File: config.mk
export PLATFORM = sky130hd
export DESIGN_NAME = keypad_scan_flat
export DESIGN_NICKNAME = d
export VERILOG_FILES = /design/src/rtl/keypad_pkg.sv /design/src/rtl/keypad_scan_if.sv /design/src/rtl/keypad_scan_timer.sv /design/src/rtl/keypad_scan.sv /design/src/flat_wrapper.sv
export SDC_FILE = /design/constraint.sdc
export NUM_CORES = 1
export LEC_CHECK = 0
export CAP_MARGIN = 30
export CORE_ASPECT_RATIO = 0.8
export CORE_UTILIZATION = 60
export CTS_BUF_LIST = sky130_fd_sc_hd__clkbuf_8
export CTS_CLUSTER_DIAMETER = 40
export DETAILED_ROUTE_END_ITERATION = 16
export PLACE_DENSITY = 0.89
export SYNTH_ARGS = -nofsm -noshare
export SYNTH_HDL_FRONTEND = slang
export SYNTH_HIERARCHICAL = 1
export SYNTH_SLANG_ARGS = --single-unit
File: constraint.sdc
create_clock -name clk -period 18.9 [get_ports clk]
set_input_delay 3.78 -clock clk [delete_from_list [all_inputs] [get_ports clk]]
set_output_delay 3.78 -clock clk [all_outputs]
set_load 0.005 [all_outputs]
File: src/rtl/keypad_pkg.sv
// Shared types and constants for the 4x4 matrix keypad scanner.
package keypad_pkg;

  localparam int NUM_ROWS = 4;
  localparam int NUM_COLS = 4;

  typedef enum logic {
    IDLE,
    PRESSED
  } kp_state_e;

  typedef enum logic [1:0] {
    NONE,
    SINGLE,
    MULTI
  } scan_class_e;

endpackage

File: src/rtl/keypad_scan_if.sv
// Keypad-side pins and accepted-key outputs; master is the scanner, slave its environment.
interface keypad_scan_if;

  logic [keypad_pkg::NUM_ROWS-1:0] row_in;
  logic [keypad_pkg::NUM_COLS-1:0] col_out;
  logic [3:0]                      key_code;
  logic                            key_valid;
  logic                            key_held;

  modport master (
    input  row_in,
    output col_out,
    output key_code,
    output key_valid,
    output key_held
  );

  modport slave (
    output row_in,
    input  col_out,
    input  key_code,
    input  key_valid,
    input  key_held
  );

endinterface

File: src/rtl/keypad_scan_timer.sv
// Column-slot divider: drives one active-low column per SCAN_DIV cycles and flags
// the sampling tick and the end of a full four-column scan.
module keypad_scan_timer
  import keypad_pkg::*;
#(
  parameter int SCAN_DIV = 100000
) (
  input  logic                        clk,
  input  logic                        rst,
  output logic [$clog2(NUM_COLS)-1:0] col_idx,
  output logic [NUM_COLS-1:0]         col_out,
  output logic                        tick,
  output logic                        scan_done
);

  localparam int                      DIV_W    = (SCAN_DIV > 1) ? $clog2(SCAN_DIV) : 1;
  localparam int                      COL_W    = $clog2(NUM_COLS);
  localparam logic [DIV_W-1:0]        DIV_LAST = DIV_W'(SCAN_DIV - 1);
  localparam logic [COL_W-1:0]        COL_LAST = COL_W'(NUM_COLS - 1);

  logic [DIV_W-1:0] div_cnt;
  logic [COL_W-1:0] col_next;

  assign tick      = (div_cnt == DIV_LAST);
  assign scan_done = tick && (col_idx == COL_LAST);
  assign col_next  = col_idx + COL_W'(1);

  // NOTE: sequential state uses non-blocking assignments so every flop samples
  // pre-edge values, independent of the order the statements are written in.
  always_ff @(posedge clk) begin
    if (rst) begin
      div_cnt <= '0;
      col_idx <= '0;
      col_out <= 4'b1110;
    end else if (tick) begin
      div_cnt <= '0;
      col_idx <= col_next;
      col_out <= ~(NUM_COLS'(1) << col_next);
    end else begin
      div_cnt <= div_cnt + DIV_W'(1);
    end
  end

endmodule

File: src/rtl/keypad_scan.sv
// 4x4 keypad scanner: synchronizes rows, builds a 16-bit scan image, debounces the
// classified scans and emits one key code per accepted press.
module keypad_scan
  import keypad_pkg::*;
#(
  parameter int SCAN_DIV       = 100000,
  parameter int DEBOUNCE_SCANS = 4
) (
  input  logic          clk,
  input  logic          rst,
  keypad_scan_if.master bus
);

  localparam int               COL_W   = $clog2(NUM_COLS);
  localparam int               CNT_W   = $clog2(DEBOUNCE_SCANS + 1);
  localparam logic [CNT_W-1:0] CNT_MAX = CNT_W'(DEBOUNCE_SCANS);

  logic [COL_W-1:0]    col_idx;
  logic [NUM_COLS-1:0] col_out;
  logic                tick;
  logic                scan_done;

  keypad_scan_timer #(
    .SCAN_DIV (SCAN_DIV)
  ) u_timer (
    .clk       (clk),
    .rst       (rst),
    .col_idx   (col_idx),
    .col_out   (col_out),
    .tick      (tick),
    .scan_done (scan_done)
  );

  assign bus.col_out = col_out;

  // Two-flop synchronizer; idle rows read as released (all ones).
  logic [NUM_ROWS-1:0] sync1, sync2;

  always_ff @(posedge clk) begin
    if (rst) begin
      sync1 <= '1;
      sync2 <= '1;
    end else begin
      sync1 <= bus.row_in;
      sync2 <= sync1;
    end
  end

  // NOTE: the scan image has no reset: columns 0..2 are always rewritten after
  // reset before the first scan_done reads them, and column 3 comes straight from sync2.
  logic [NUM_ROWS-1:0] image [NUM_COLS];

  always_ff @(posedge clk) begin
    if (tick) image[col_idx] <= sync2;
  end

  // Classifier sees the finished image, including the column sampled this cycle.
  logic [NUM_ROWS-1:0] full_img [NUM_COLS];
  logic [4:0]          low_cnt;
  logic [3:0]          scan_code;
  scan_class_e         scan_cls;

  // NOTE: every variable gets a default at the top of the block so no path can
  // leave it unassigned and infer a latch.
  always_comb begin
    for (int c = 0; c < NUM_COLS; c++) full_img[c] = image[c];
    full_img[col_idx] = sync2;
    low_cnt   = '0;
    scan_code = '0;
    for (int c = 0; c < NUM_COLS; c++) begin
      for (int r = 0; r < NUM_ROWS; r++) begin
        if (!full_img[c][r]) begin
          low_cnt   = low_cnt + 5'd1;
          scan_code = 4'(r * NUM_COLS + c);
        end
      end
    end
    if (low_cnt == 5'd0)      scan_cls = NONE;
    else if (low_cnt == 5'd1) scan_cls = SINGLE;
    else                      scan_cls = MULTI;
  end

  // Stability tracking across consecutive full scans.
  scan_class_e      prev_cls;
  logic [3:0]       prev_code;
  logic [CNT_W-1:0] stable_cnt;
  logic [CNT_W-1:0] cnt_next;
  logic             same_class;
  logic             stable;

  assign same_class = (scan_cls == prev_cls) &&
                      ((scan_cls != SINGLE) || (scan_code == prev_code));
  assign cnt_next   = !same_class             ? CNT_W'(1) :
                      (stable_cnt == CNT_MAX) ? CNT_MAX   :
                                                stable_cnt + CNT_W'(1);
  assign stable     = (cnt_next == CNT_MAX);

  // FSM: next state and next output values.
  kp_state_e  state, state_next;
  logic [3:0] key_code, code_next;
  logic       key_valid, valid_next;
  logic       key_held, held_next;

  always_comb begin
    state_next = state;
    code_next  = key_code;
    valid_next = 1'b0;
    held_next  = key_held;
    if (scan_done && stable) begin
      unique case (state)
        IDLE: begin
          if (scan_cls == SINGLE) begin
            state_next = PRESSED;
            code_next  = scan_code;
            valid_next = 1'b1;
            held_next  = 1'b1;
          end
        end
        PRESSED: begin
          if (scan_cls == NONE) begin
            state_next = IDLE;
            held_next  = 1'b0;
          end
        end
        default: state_next = IDLE;
      endcase
    end
  end

  always_ff @(posedge clk) begin
    if (rst) begin
      state     <= IDLE;
      key_code  <= '0;
      key_valid <= 1'b0;
      key_held  <= 1'b0;
    end else begin
      state     <= state_next;
      key_code  <= code_next;
      key_valid <= valid_next;
      key_held  <= held_next;
    end
  end

  // A transition restarts the count so the opposite event needs a fresh run.
  always_ff @(posedge clk) begin
    if (rst) begin
      prev_cls   <= NONE;
      prev_code  <= '0;
      stable_cnt <= '0;
    end else if (scan_done) begin
      prev_cls   <= scan_cls;
      prev_code  <= scan_code;
      stable_cnt <= (state_next != state) ? '0 : cnt_next;
    end
  end

  assign bus.key_code  = key_code;
  assign bus.key_valid = key_valid;
  assign bus.key_held  = key_held;

endmodule

File: src/flat_wrapper.sv
// flat-port wrapper written by rule: the top's interface ports become plain ports
module keypad_scan_flat import keypad_pkg::*;
#(
  parameter int SCAN_DIV       = 100000,
  parameter int DEBOUNCE_SCANS = 4
)
  (clk, rst, bus_row_in, bus_col_out, bus_key_code, bus_key_valid, bus_key_held);
  keypad_scan_if bus_i ();
  input  logic clk;
  input  logic rst;
  input wire logic [$bits(bus_i.row_in)-1:0] bus_row_in;
  output wire logic [$bits(bus_i.col_out)-1:0] bus_col_out;
  output wire logic [$bits(bus_i.key_code)-1:0] bus_key_code;
  output wire logic [$bits(bus_i.key_valid)-1:0] bus_key_valid;
  output wire logic [$bits(bus_i.key_held)-1:0] bus_key_held;
  assign bus_i.row_in = bus_row_in;
  assign bus_col_out = bus_i.col_out;
  assign bus_key_code = bus_i.key_code;
  assign bus_key_valid = bus_i.key_valid;
  assign bus_key_held = bus_i.key_held;
  keypad_scan #(.SCAN_DIV(SCAN_DIV), .DEBOUNCE_SCANS(DEBOUNCE_SCANS)) u_core (.clk(clk), .rst(rst), .bus(bus_i));
endmodule
==> results.json <==
{
  "dieWidth_um": 99.3,
  "cts_setup_buffers": 0,
  "layout_min_cycle_time_ps": 11090,
  "required_ps": 19120,
  "yosys_warnings": 6,
  "cap_violations": 0,
  "clock_latency_ps": 340,
  "antenna_found_initial": 0,
  "clock_sinks": 63,
  "crit_arrival_ps": 11310,
  "ctsResizeCount": 0,
  "overflow": 0,
  "cts.clk_slew.worst_paths_ps": 60,
  "rows": 27,
  "p_leak_nw": 1.87,
  "final_util": 0.690,
  "area_growth_pct": 7.88,
  "fin_nets": 553,
  "crit_path_frequent_cell": "ha_1",
  "regArea_um2": 1420,
  "layout-drive-gt1-share": 0.0906,
  "gr-max-usage-layer": "met2",
  "max_slew_margin": 0.402,
  "multi_input_comb_area_um2": 2910,
  "dieArea_um2": 7920,
  "dr.pass1.iters": 4,
  "worstMarginPinSlew_ps": 896,
  "synth_top_cell_by_area": "dfxtp_1",
  "first_iter_violations": 294,
  "report.final.hold_viol_count": 0,
  "vias": 3753,
  "synth.area.top_cells": "dfxtp_1 21%, edfxtp_1 11%, xnor2_1 6.8%, ha_1 6.1%, nor2_1 5.5%",
  "start_util": 0.640,
  "syn-num-nets": 545,
  "synth_cell_types": 75,
  "path_max_fanout": 19,
  "crit_type": "reg -> reg",
  "powerDensity_nw_per_um2": 70.4,
  "rsz0062_at_grt": "false",
  "critPathSlowestCell": "or4_1",
  "drtAntennaViolNets": 0,
  "yosysTopAreaCellShare": 0.207,
  "grt_pass1_wl_mm": 16.1,
  "numPortBuffers": 15,
  "dp_hpwl_mm": 6.94,
  "ys_seq_area_frac": 0.313,
  "grt_max_degree": 33,
  "tns_ps": 0,
  "route.detailed.wl_per_inst_um": 15.4,
  "synth_ff_type": "dfxtp_1",
  "die_h_um": 79.8,
  "grt_pass1_vias": 3517,
  "max_stage_delay_ps": 520,
  "holdWs_ps": 413,
  "routed_via_density": 6.08,
  "crit_path_start_kind": "flop",
  "cts_tree": "yes",
  "synth_common_cells": "66 x nor2_1, 47 x dfxtp_1, 44 x nand2_1",
  "end_kind": "flop",
  "ys_ff_latch": 63,
  "outcome": "completed",
  "fin_worst_skew_ps": 6.46,
  "cts_max_path_buffers": 2,
  "grt_usage": 0.251,
  "cts_root_buf": "clkbuf_8",
  "hp-class": "reg -> reg",
  "cts_hold_buf": 0,
  "cts_max_level": 3,
  "cp_top_family": "adder cells",
  "max_freq_mhz": 90.2,
  "slew_viol_final": 0,
  "setup_violations": 0,
  "synth_edf_count": 16,
  "grtUsageMet1": 0.327,
  "core_area_um2": 7090,
  "drc": 0,
  "nFillCells": 536,
  "pin_count": 16,
  "diodes": 0,
  "stdcell_count": 617,
  "groute.layer.met3.usage": 0.0429,
  "syn_inst": 517,
  "timing.final.crit_share": 0.587,
  "worst-path-buf-inv": 4,
  "numCtsBuffers": 9,
  "drt-total-wl_mm": 9.51,
  "ir_drop_uv": 59.2,
  "synth-async-reset-ratio": 0,
  "dpl.cell_count": 600,
  "gp_congestion": 0.811,
  "yosysMostFrequentCell": "nor2_1",
  "synth.avg_cell_area_um2": 8.78,
  "use_met2": 0.434,
  "syn_area_um2": 4540
}
[metal layers]
metal  routed length [µm]  vias up
met1                 4340     1786
li1                     -     1851
met4                   80        0
met5                    0        -
met2                 4630      105
met3                  466       11
[registers in the layout, indices dropped and copies added, names as in the netlist, 3 cells and up]
name and count:
u_core/u_timer/div_cnt 17, u_core/image 16, u_core/bus.key_code 4, u_core/prev_code 4, u_core/sync1 4, u_core/sync2 4
u_core/u_timer/col_out 4, u_core/stable_cnt 3
[through the flow]
step	setup WS, ps	cell area, µm²	total power [W]
detailed placement	7490	4700	0.000235
global route	7110	4900	0.000363
finish	7810	4900	0.000345
floorplan	9090	4540	0.000219
global placement	8170	4700	0.000230
CTS	7460	4890	0.000344
[worst paths after layout]
kind                                                 from                      to  slack [ps]  cells after the start
worst max-delay path            u_core/u_timer/col_idx[1]  u_core/bus.key_code[0]        7810                     50
worst min-delay path                      u_core/sync1[2]         u_core/sync2[2]         410                      1
worst max register to register  u_core/u_timer/col_idx[1]  u_core/bus.key_code[0]        7810                     50
worst min register to register            u_core/sync1[2]         u_core/sync2[2]         410                      1
[power by group]
group | internal, W | switching (W) | leakage, nW | total [W]
registers | 0.000139 | 0.00000198 | 0.522 | 0.000141
logic | 0.0000409 | 0.0000530 | 1.24 | 0.0000939
clock network | 0.0000612 | 0.0000483 | 0.105 | 0.000110
[cells in the final DEF, fill, tap and decap left out, types with 7 or more instances in the layout]
cell             count
a21oi_1             23
xor2_1              18
nor2_1              66
clkdlybuf4s50_1     15
clkbuf_8            13
xnor2_1             35
mux2i_1             21
nor4_1               7
o21ai_0             17
nor3_1              11
nand4_1              8
or2_2                9
edfxtp_1            16
dfxtp_1             47
nand2_1             44
inv_1               26
ha_1                22
nand3_1             19
[cell families after synthesis]
kind of cell / synth area share
simple gates: 0.230
xor+xnor: 0.159
fa+ha+maj: 0.0606
mux: 0.0592
compound gates: 0.133
flops: 0.313
buf+inv: 0.0452
[area by class of cell]
| cell class | count | share of cell area |
|---|---|---|
| clock buffer | 13 | 0.0365 |
| multi-input combinational | 408 | 0.595 |
| timing repair buffer | 17 | 0.0332 |
| clock inverter | 3 | 0.00307 |
| inverter | 26 | 0.0199 |
| sequential | 63 | 0.290 |
| tap | 87 | 0.0222 |
Note: power is estimated with default switching activity, not from simulation.
